File: config.mk
export PLATFORM = sky130hd
export DESIGN_NAME = nand_gate_sweep
export DESIGN_NICKNAME = d
export VERILOG_FILES = /design/src/rtl/nand_gate_sweep_pkg.sv /design/src/rtl/nand_bitwise_gate.sv /design/src/rtl/nand_gate_sweep.sv
export SDC_FILE = /design/constraint.sdc
export NUM_CORES = 1
export LEC_CHECK = 0
export CAP_MARGIN = 40
export CORE_MARGIN = 1.5
export CORE_UTILIZATION = 25
export DETAILED_ROUTE_END_ITERATION = 10
export PLACE_DENSITY = 0.44
export SETUP_SLACK_MARGIN = 0.15
export SLEW_MARGIN = 40
export SYNTH_ARGS = -nofsm -noshare
export SYNTH_HDL_FRONTEND = slang
export SYNTH_HIERARCHICAL = 1
export SYNTH_SLANG_ARGS = --single-unit
File: constraint.sdc
create_clock -name clk -period 4.95 [get_ports clk]
set_input_delay 0.99 -clock clk [delete_from_list [all_inputs] [get_ports clk]]
set_output_delay 0.99 -clock clk [all_outputs]
set_load 0.05 [all_outputs]
File: src/rtl/nand_gate_sweep_pkg.sv
// Shared types for the NAND-only gate sweep: gate select codes, FSM states,
// and the signature width.
package nand_sweep_pkg;

    localparam int SIG_W = 16;

    typedef enum logic [2:0] {
        MODE_NOT  = 3'd0,
        MODE_NAND = 3'd1,
        MODE_AND  = 3'd2,
        MODE_OR   = 3'd3,
        MODE_NOR  = 3'd4,
        MODE_XOR  = 3'd5,
        MODE_XNOR = 3'd6,
        MODE_BUF  = 3'd7
    } mode_e;

    typedef enum logic [1:0] {
        ST_IDLE,
        ST_RUN,
        ST_DONE
    } state_e;

endpackage

File: src/rtl/nand_bitwise_gate.sv
// Combinational bitwise gate unit built only from two-input NAND primitives,
// including the 8:1 mode select tree.
module nand_bitwise_gate
    import nand_sweep_pkg::*;
#(
    parameter int WIDTH = 4
) (
    input  logic [WIDTH-1:0] a,
    input  logic [WIDTH-1:0] b,
    input  mode_e            mode,
    output wire  [WIDTH-1:0] y
);

    wire [2:0] s;
    wire [2:0] ns;
    assign s = mode;

    genvar i, j, k;

    for (k = 0; k < 3; k++) begin : g_sel
        nand u_ns (ns[k], s[k], s[k]);
    end

    for (i = 0; i < WIDTH; i++) begin : g_bit
        wire       na, nb, f_nand, f_and, f_or, f_nor, x1, x2, f_xor, f_xnor;
        wire [7:0] d;
        wire [3:0] l0;
        wire [1:0] l1;
        wire [6:0] t1, t0;

        nand u_na   (na,     a[i],   a[i]);
        nand u_nb   (nb,     b[i],   b[i]);
        nand u_nand (f_nand, a[i],   b[i]);
        nand u_and  (f_and,  f_nand, f_nand);
        nand u_or   (f_or,   na,     nb);
        nand u_nor  (f_nor,  f_or,   f_or);
        // Classic four-NAND XOR sharing the NAND term.
        nand u_x1   (x1,     a[i],   f_nand);
        nand u_x2   (x2,     b[i],   f_nand);
        nand u_xor  (f_xor,  x1,     x2);
        nand u_xnor (f_xnor, f_xor,  f_xor);

        assign d = {a[i], f_xnor, f_xor, f_nor, f_or, f_and, f_nand, na};

        // Each 2:1 stage: out = nand(nand(hi, sel), nand(lo, ~sel)).
        for (j = 0; j < 4; j++) begin : g_l0
            nand u_h (t1[j], d[2*j+1], s[0]);
            nand u_l (t0[j], d[2*j],   ns[0]);
            nand u_o (l0[j], t1[j],    t0[j]);
        end
        for (j = 0; j < 2; j++) begin : g_l1
            nand u_h (t1[4+j], l0[2*j+1], s[1]);
            nand u_l (t0[4+j], l0[2*j],   ns[1]);
            nand u_o (l1[j],   t1[4+j],   t0[4+j]);
        end
        nand u_h2 (t1[6], l1[1], s[2]);
        nand u_l2 (t0[6], l1[0], ns[2]);
        nand u_o2 (y[i],  t1[6], t0[6]);
    end

endmodule

File: src/rtl/nand_gate_sweep.sv
// Sweeps every (a,b) operand pair through the NAND-only gate unit, streams
// registered samples and folds results into a rotating XOR signature.
module nand_gate_sweep
    import nand_sweep_pkg::*;
#(
    parameter int WIDTH = 4
) (
    input  logic             clk,
    input  logic             rst,
    input  logic             start,
    input  logic [2:0]       mode,
    output logic             busy,
    output logic             valid,
    output logic [WIDTH-1:0] a_out,
    output logic [WIDTH-1:0] b_out,
    output logic [WIDTH-1:0] y_out,
    output logic             done,
    output logic [SIG_W-1:0] signature
);

    localparam int CW = 2 * WIDTH;

    state_e          state, state_nxt;
    mode_e           mode_q;
    logic [CW-1:0]   cnt;
    logic [WIDTH-1:0] a_cur, b_cur, y_cur;
    logic            last;

    assign a_cur = cnt[WIDTH-1:0];
    assign b_cur = cnt[CW-1:WIDTH];
    assign last  = (cnt == {CW{1'b1}});

    nand_bitwise_gate #(.WIDTH(WIDTH)) u_gate (
        .a    (a_cur),
        .b    (b_cur),
        .mode (mode_q),
        .y    (y_cur)
    );

    always_ff @(posedge clk) begin
        if (rst) state <= ST_IDLE;
        else     state <= state_nxt;
    end

    always_comb begin
        state_nxt = state;
        case (state)
            ST_IDLE: if (start) state_nxt = ST_RUN;
            ST_RUN:  if (last)  state_nxt = ST_DONE;
            ST_DONE: state_nxt = ST_IDLE;
            default: state_nxt = ST_IDLE;
        endcase
    end

    always_ff @(posedge clk) begin
        if (rst) begin
            mode_q    <= MODE_NOT;
            cnt       <= '0;
            busy      <= 1'b0;
            valid     <= 1'b0;
            done      <= 1'b0;
            a_out     <= '0;
            b_out     <= '0;
            y_out     <= '0;
            signature <= '0;
        end else begin
            case (state)
                ST_IDLE: begin
                    done <= 1'b0;
                    if (start) begin
                        mode_q    <= mode_e'(mode);
                        cnt       <= '0;
                        signature <= '0;
                        busy      <= 1'b1;
                    end
                end
                ST_RUN: begin
                    a_out     <= a_cur;
                    b_out     <= b_cur;
                    y_out     <= y_cur;
                    valid     <= 1'b1;
                    signature <= {signature[SIG_W-2:0], signature[SIG_W-1]} ^ SIG_W'(y_cur);
                    // Hold at the final pattern so there is never a wrap sample.
                    if (!last) cnt <= cnt + 1'b1;
                end
                ST_DONE: begin
                    valid <= 1'b0;
                    done  <= 1'b1;
                    busy  <= 1'b0;
                end
                default: ;
            endcase
        end
    end

endmodule

* Yosys cells after proc, flatten, opt, wreduce, memory -nomap -nowiden
Cells that the tools add are included.
** Word-level totals
- Input bits :: 6
- Bits in latches :: 0
- Memories kept :: 0
- Flip-flop bits (word level) :: 44
- Memory bits (writable) :: 0
- Output and inout bits :: 31
- Memory bits (read-only) :: 0
** Operators by class
- Multiply operators :: 0
- Div/mod/pow operators :: 0
- Bitwise gates (word level) :: 220
- Reduce and logical (&&, ||, !) cells :: 9
- Equality and inequality tests :: 6
- Mux-type cells :: 12
- Shift operators :: 0
- $add $sub $neg :: 1
- $lt $le $gt $ge :: 0
** Operator list (number)
- $not 1->1 :: 115
- $and 1x1->1 :: 104
- $pmux 16 s2 :: 1
- $mux 16 :: 1
- $mux 8 :: 2
- $pmux 8 s2 :: 1
- $xor 16x4->16 :: 1
- $add 8x1->8 const B :: 1
- $eq 8x8->1 const B :: 1
- $reduce_and 2->1 :: 4
- $ne 2x2->1 const B :: 3
- $pmux 1 s2 :: 3
- $reduce_bool 2->1 :: 3
- $mux 2 :: 2
- $pmux 2 s2 :: 1
- $reduce_and 3->1 :: 1
- $eq 2x1->1 const B :: 1
- $eq 2x2->1 const B :: 1
- $logic_not 2->1 :: 1
- $mux 1 :: 1

* Longest topological paths before layout
- Depth in word-level cells :: 20
- Depth in mapped cells :: 9

* By module
The synthesis kept the hierarchy.
** Modules (own cells, without submodules)
- nand_gate_sweep :: area an instance 1814.2 um^2, seq. area each 880.8 um^2, cells each 195, instances 1
- nand_bitwise_gate :: area an instance 515.5 um^2, seq. area each 0.0 um^2, cells each 60, instances 1

* Worst setup path after synthesis
No wires, ideal clock.
- Path type :: reg-to-reg
- Start :: register cnt[0]
- End :: register signature[0]
- Stages on the path, launching flop included :: 8
- Buffers on the path :: 0
- Setup time :: 0.128 ns
- Period minus slack after synthesis :: 2.056 ns
- Arrival :: 1.928 ns
- Setup slack :: 2.894 ns
- Path through :: dfxtp_1 inv_1 ha_1 mux2_2 mux4_2 xor2_1 a22oi_1 nor2_1
** Between the ends
- Cells in the longest elaborated chain, start to end :: 20
- Elaborated cells between the ends (all ways) :: 55
- Those cells by class :: 1 x mux; 54 x bitwise
** RTL lines
- from (decl) :: line nand_gate_sweep.sv:25 : logic [CW-1:0] cnt;
- from (signal assigned) :: line nand_gate_sweep.sv:84 : if (!last) cnt <= cnt + 1'b1;
- $and 1x1->1 :: line nand_bitwise_gate.sv:33 : nand u_nand (f_nand, a[i], b[i]);
- $not 1->1 :: line nand_bitwise_gate.sv:33
- $and 1x1->1 (on tied branches) :: line nand_bitwise_gate.sv:38, nand_bitwise_gate.sv:39
- $not 1->1 (on tied branches) :: line nand_bitwise_gate.sv:38, nand_bitwise_gate.sv:39
- $and 1x1->1 :: line nand_bitwise_gate.sv:40 : nand u_xor (f_xor, x1, x2);
- $not 1->1 :: line nand_bitwise_gate.sv:40
- $and 1x1->1 :: line nand_bitwise_gate.sv:47 : nand u_h (t1[j], d[2*j+1], s[0]);
- $not 1->1 :: line nand_bitwise_gate.sv:47
- [... 5 more ...]
- $not 1->1 :: line nand_bitwise_gate.sv:54 : nand u_o (l1[j], t1[4+j], t0[4+j]);
- $and 1x1->1 :: line nand_bitwise_gate.sv:56 : nand u_h2 (t1[6], l1[1], s[2]);
- $not 1->1 :: line nand_bitwise_gate.sv:56
- $and 1x1->1 (*) :: line nand_bitwise_gate.sv:58 : nand u_o2 (y[i], t1[6], t0[6]);
- $not 1->1 (*) :: line nand_bitwise_gate.sv:58
- named net y_cur[0] :: line nand_gate_sweep.sv:26 : logic [WIDTH-1:0] a_cur, b_cur, y_cur;
- $xor 16x4->16 (*) :: line nand_gate_sweep.sv:82 : signature <= {signature[SIG_W-2:0], signature[SIG_W-1]} ^ SIG_W'(y_cur);
- $pmux 16 s2 (*) :: line nand_gate_sweep.sv:67 : case (state)
- to (signal assigned) :: line nand_gate_sweep.sv:82
- to (decl) :: line nand_gate_sweep.sv:18 : output logic [SIG_W-1:0] signature
The timed path passes the listed nets; every way through them passes the cells marked *.
A chain may end at the register's enable or synchronous reset.

* Worst setup path in the final report
- Start :: register signature[2]
- End :: output port signature[2]
No word-level cell between the ends.

==> results.yml <==
yosys:
  synth_area_um2: 2330
  syn_nets: 282
  synth_top_area_cell: "dfxtp_1"
  syn_area_per_cell_um2: 9.14
  ys.flop_type: "dfxtp_1"
  synthTopCellsByArea: "dfxtp_1, ha_1, mux2i_1"
  synth_cell_types: 40
  synth-edff-count: 0
  yosysWarningCount: 6
  synthCells: 255
  synth-seq-cells: 44
  yosysTopAreaCellShare_pct: 37.8
  synth_async_sr_flop_share_pct: 0
  yosysSeqAreaShare_pct: 37.8
pwr:
  powerDensity_nw_per_um2: 276
  leakage_nw: 1.04
  power.total_mw: 0.790
  irDropWorstVdd_mv: 0.113
grt:
  antenna_found_initial: 0
  grt_max_degree: 45
  grt_pass1_wl_um: 8560
  track_usage_pct: 10.7
  overflow: 0
  grt_pass1_vias: 1758
floorplan:
  die_h_um: 99.5
  boundaryPins: 37
  die-area_um2: 9910
  die-width_um: 99.5
  start_util_pct: 25.5
  rows: 35
  core_um2: 9150
clock_tree:
  postCtsResizedCells: 0
  clkSinkCount: 44
  cts_tree: "yes"
  cts_made_buffers: 5
  root_buffer: "clkbuf_8"
  post_cts_buffers: 0
  clkLatencyLatePin_ps: 290
  clockBufferDepth: 2
  h-tree-depth: 2
  cts.clk_slew.worst_paths_ps: 90
  postCtsHoldBufs: 0
sta:
  grt_setup_unrepaired: "no"
  maxSlewHeadroom_pct: 56.8
  hold_viol_final: 0
  worstMarginPinSlew_ps: 648
  fmax_ghz: 0.401
  finalCriticalPeriod_ps: 2490
  slew_viol_final: 0
  setup_tns_ps: 0
  worst_clock_skew_ps: 6.83
  setup_viol: 0
  fin_crit_sh_pct: 50.4
flow_run:
  drv_cap: 0
layout:
  syn2layout_area_growth_pct: 22.9
  final_area_um2: 2860
  drive_above_1_share_pct: 6.97
  final_nets: 314
  final_core_util_pct: 31.3
  final_common_cell: "dfxtp_1"
  mostFrequentLayoutCells: "dfxtp_1, nor2_1, clkdlybuf4s50_1, ha_1, mux2i_1"
  diodes: 0
  finalNonFillerCells: 398
worst_setup_path:
  reg2reg_from: "cnt[4]$_SDFFE_PP0P_"
  crit_end: "signature[2]"
  crit_family: "buffers and inverters"
  worstRegToRegCells: 7
  critPathRequiredTime_ps: 3960
  critPathMaxStageDelay_ps: 830
  crit_cells: 1
  startpoint_type: "flop"
  timing.reg2reg.setup_slack_ps: 2660
  startpoint: "signature[2]$_SDFFE_PP0P_"
  path_cells: "clkdlybuf4s50_1"
  critPathKind: "flop to output pin"
  cp_slowest_cell: "clkdlybuf4s50_1"
  cp_data_arrival_time_ps: 1500
  critPathCaptureType: "output pin"
  crit_buf_inv: 1
  crit_fanout: 3
  r2r-end: "signature[0]$_SDFFE_PP0P_"
placed_design:
  dp.final_hpwl_um: 3700
  dpl.cell_count: 391
  place_area_um2: 2780
  routabilityCongestion: 0.727
  portBuffers: 36
route:
  vias: 1900
  routedWlPerCell_um: 13.2
  dr.pass1.iters: 4
  viasPerCell: 4.77
  routed_wl_um: 5270
  antenna_left: 0
  dr.first_iter.drc_count: 72
  drc: 0
worst_hold_path:
  hold_path_depth: 2
  min_from: "b_out[3]$_SDFFE_PP0P_"
  hp-class: "flop to flop"
run_status:
  status: "complete, no violations"
stage by stage:
stage	setup WS [ps]	hold slack [ps]
floorplan	2890	435
global placement	2100	466
detailed placement	2250	468
CTS	2440	489
global route	2400	510
finish	2460	490
worst reg2reg max path, cell delays in order (launching register included):
cell	delay, ps
dfxtp_1	590
inv_1	130
ha_1	310
mux2_2	270
mux4_2	510
xor2_1	160
a22oi_1	160
nor2_1	50
registers in the layout (all words and copies together), names as in the netlist, 2 cells and up:
signal	flops
mode_q	3
y_out	4
b_out	4
signature	16
state	2
cnt	8
a_out	4
worst min-delay path by stage:
stage | to | slack, ps
floorplan | mode_q[0]$_SDFFE_PP0P_ | 440
global placement | b_out[3]$_SDFFE_PP0P_ | 470
detailed placement | b_out[3]$_SDFFE_PP0P_ | 470
CTS | b_out[3]$_SDFFE_PP0P_ | 490
global route | b_out[3]$_SDFFE_PP0P_ | 510
finish | b_out[3]$_SDFFE_PP0P_ | 490
cells by family (layout without fill, tap and decap cells):
logic type,count (synthesis),after routing,synth area share [%]
AO/OA/AOI/OAI,54,54,15.7
XOR/XNOR,4,4,1.50
adder cells (fa/ha/maj),21,21,11.3
buffers and inverters,29,61,5.59
flip-flops,44,44,37.8
multiplexers,24,24,12.9
AND/OR/NAND/NOR,79,79,15.2
layer usage:
metal	global-route usage [%]	share of wire, %	vias up
met1	13.8	49	917
met2	18.3	48	16
met5	0	0	-
li1	-	-	965
met4	2.60	0.65	0
met3	1.90	1.5	2
cell usage after synthesis (2+ instances only):
cell type and n:
dfxtp_1 44, nor2_1 39, ha_1 21, mux2i_1 18
nand2_1 17, a22oi_1 16, inv_1 15, a21oi_1 14
nand3_1 8, clkbuf_1 7, o21ai_0 7, buf_2 5
xor2_1 4, a211oi_1 3, a31oi_1 3, mux4_2 3
a41oi_1 2, and2_1 2, and3_1 2, buf_6 2
nand3b_1 2, nand4b_1 2, o21ai_1 2
final cells by class:
type	instances	area [um2]
Fill cell	1005	6290
Multi-Input combinational cell	182	1320
Sequential cell	44	882
Timing Repair Buffer	39	383
Tap cell	111	139
Clock buffer	5	68.8
Inverter	15	56.3
Clock inverter	2	12.5
where the power goes:
part	switching (mW)	internal [mW]	total (mW)
Combinational	0.113	0.0692	0.182
Sequential	0.0176	0.369	0.386
Clock	0.126	0.0958	0.222
No activity file was read; power rests on OpenSTA's default activity.
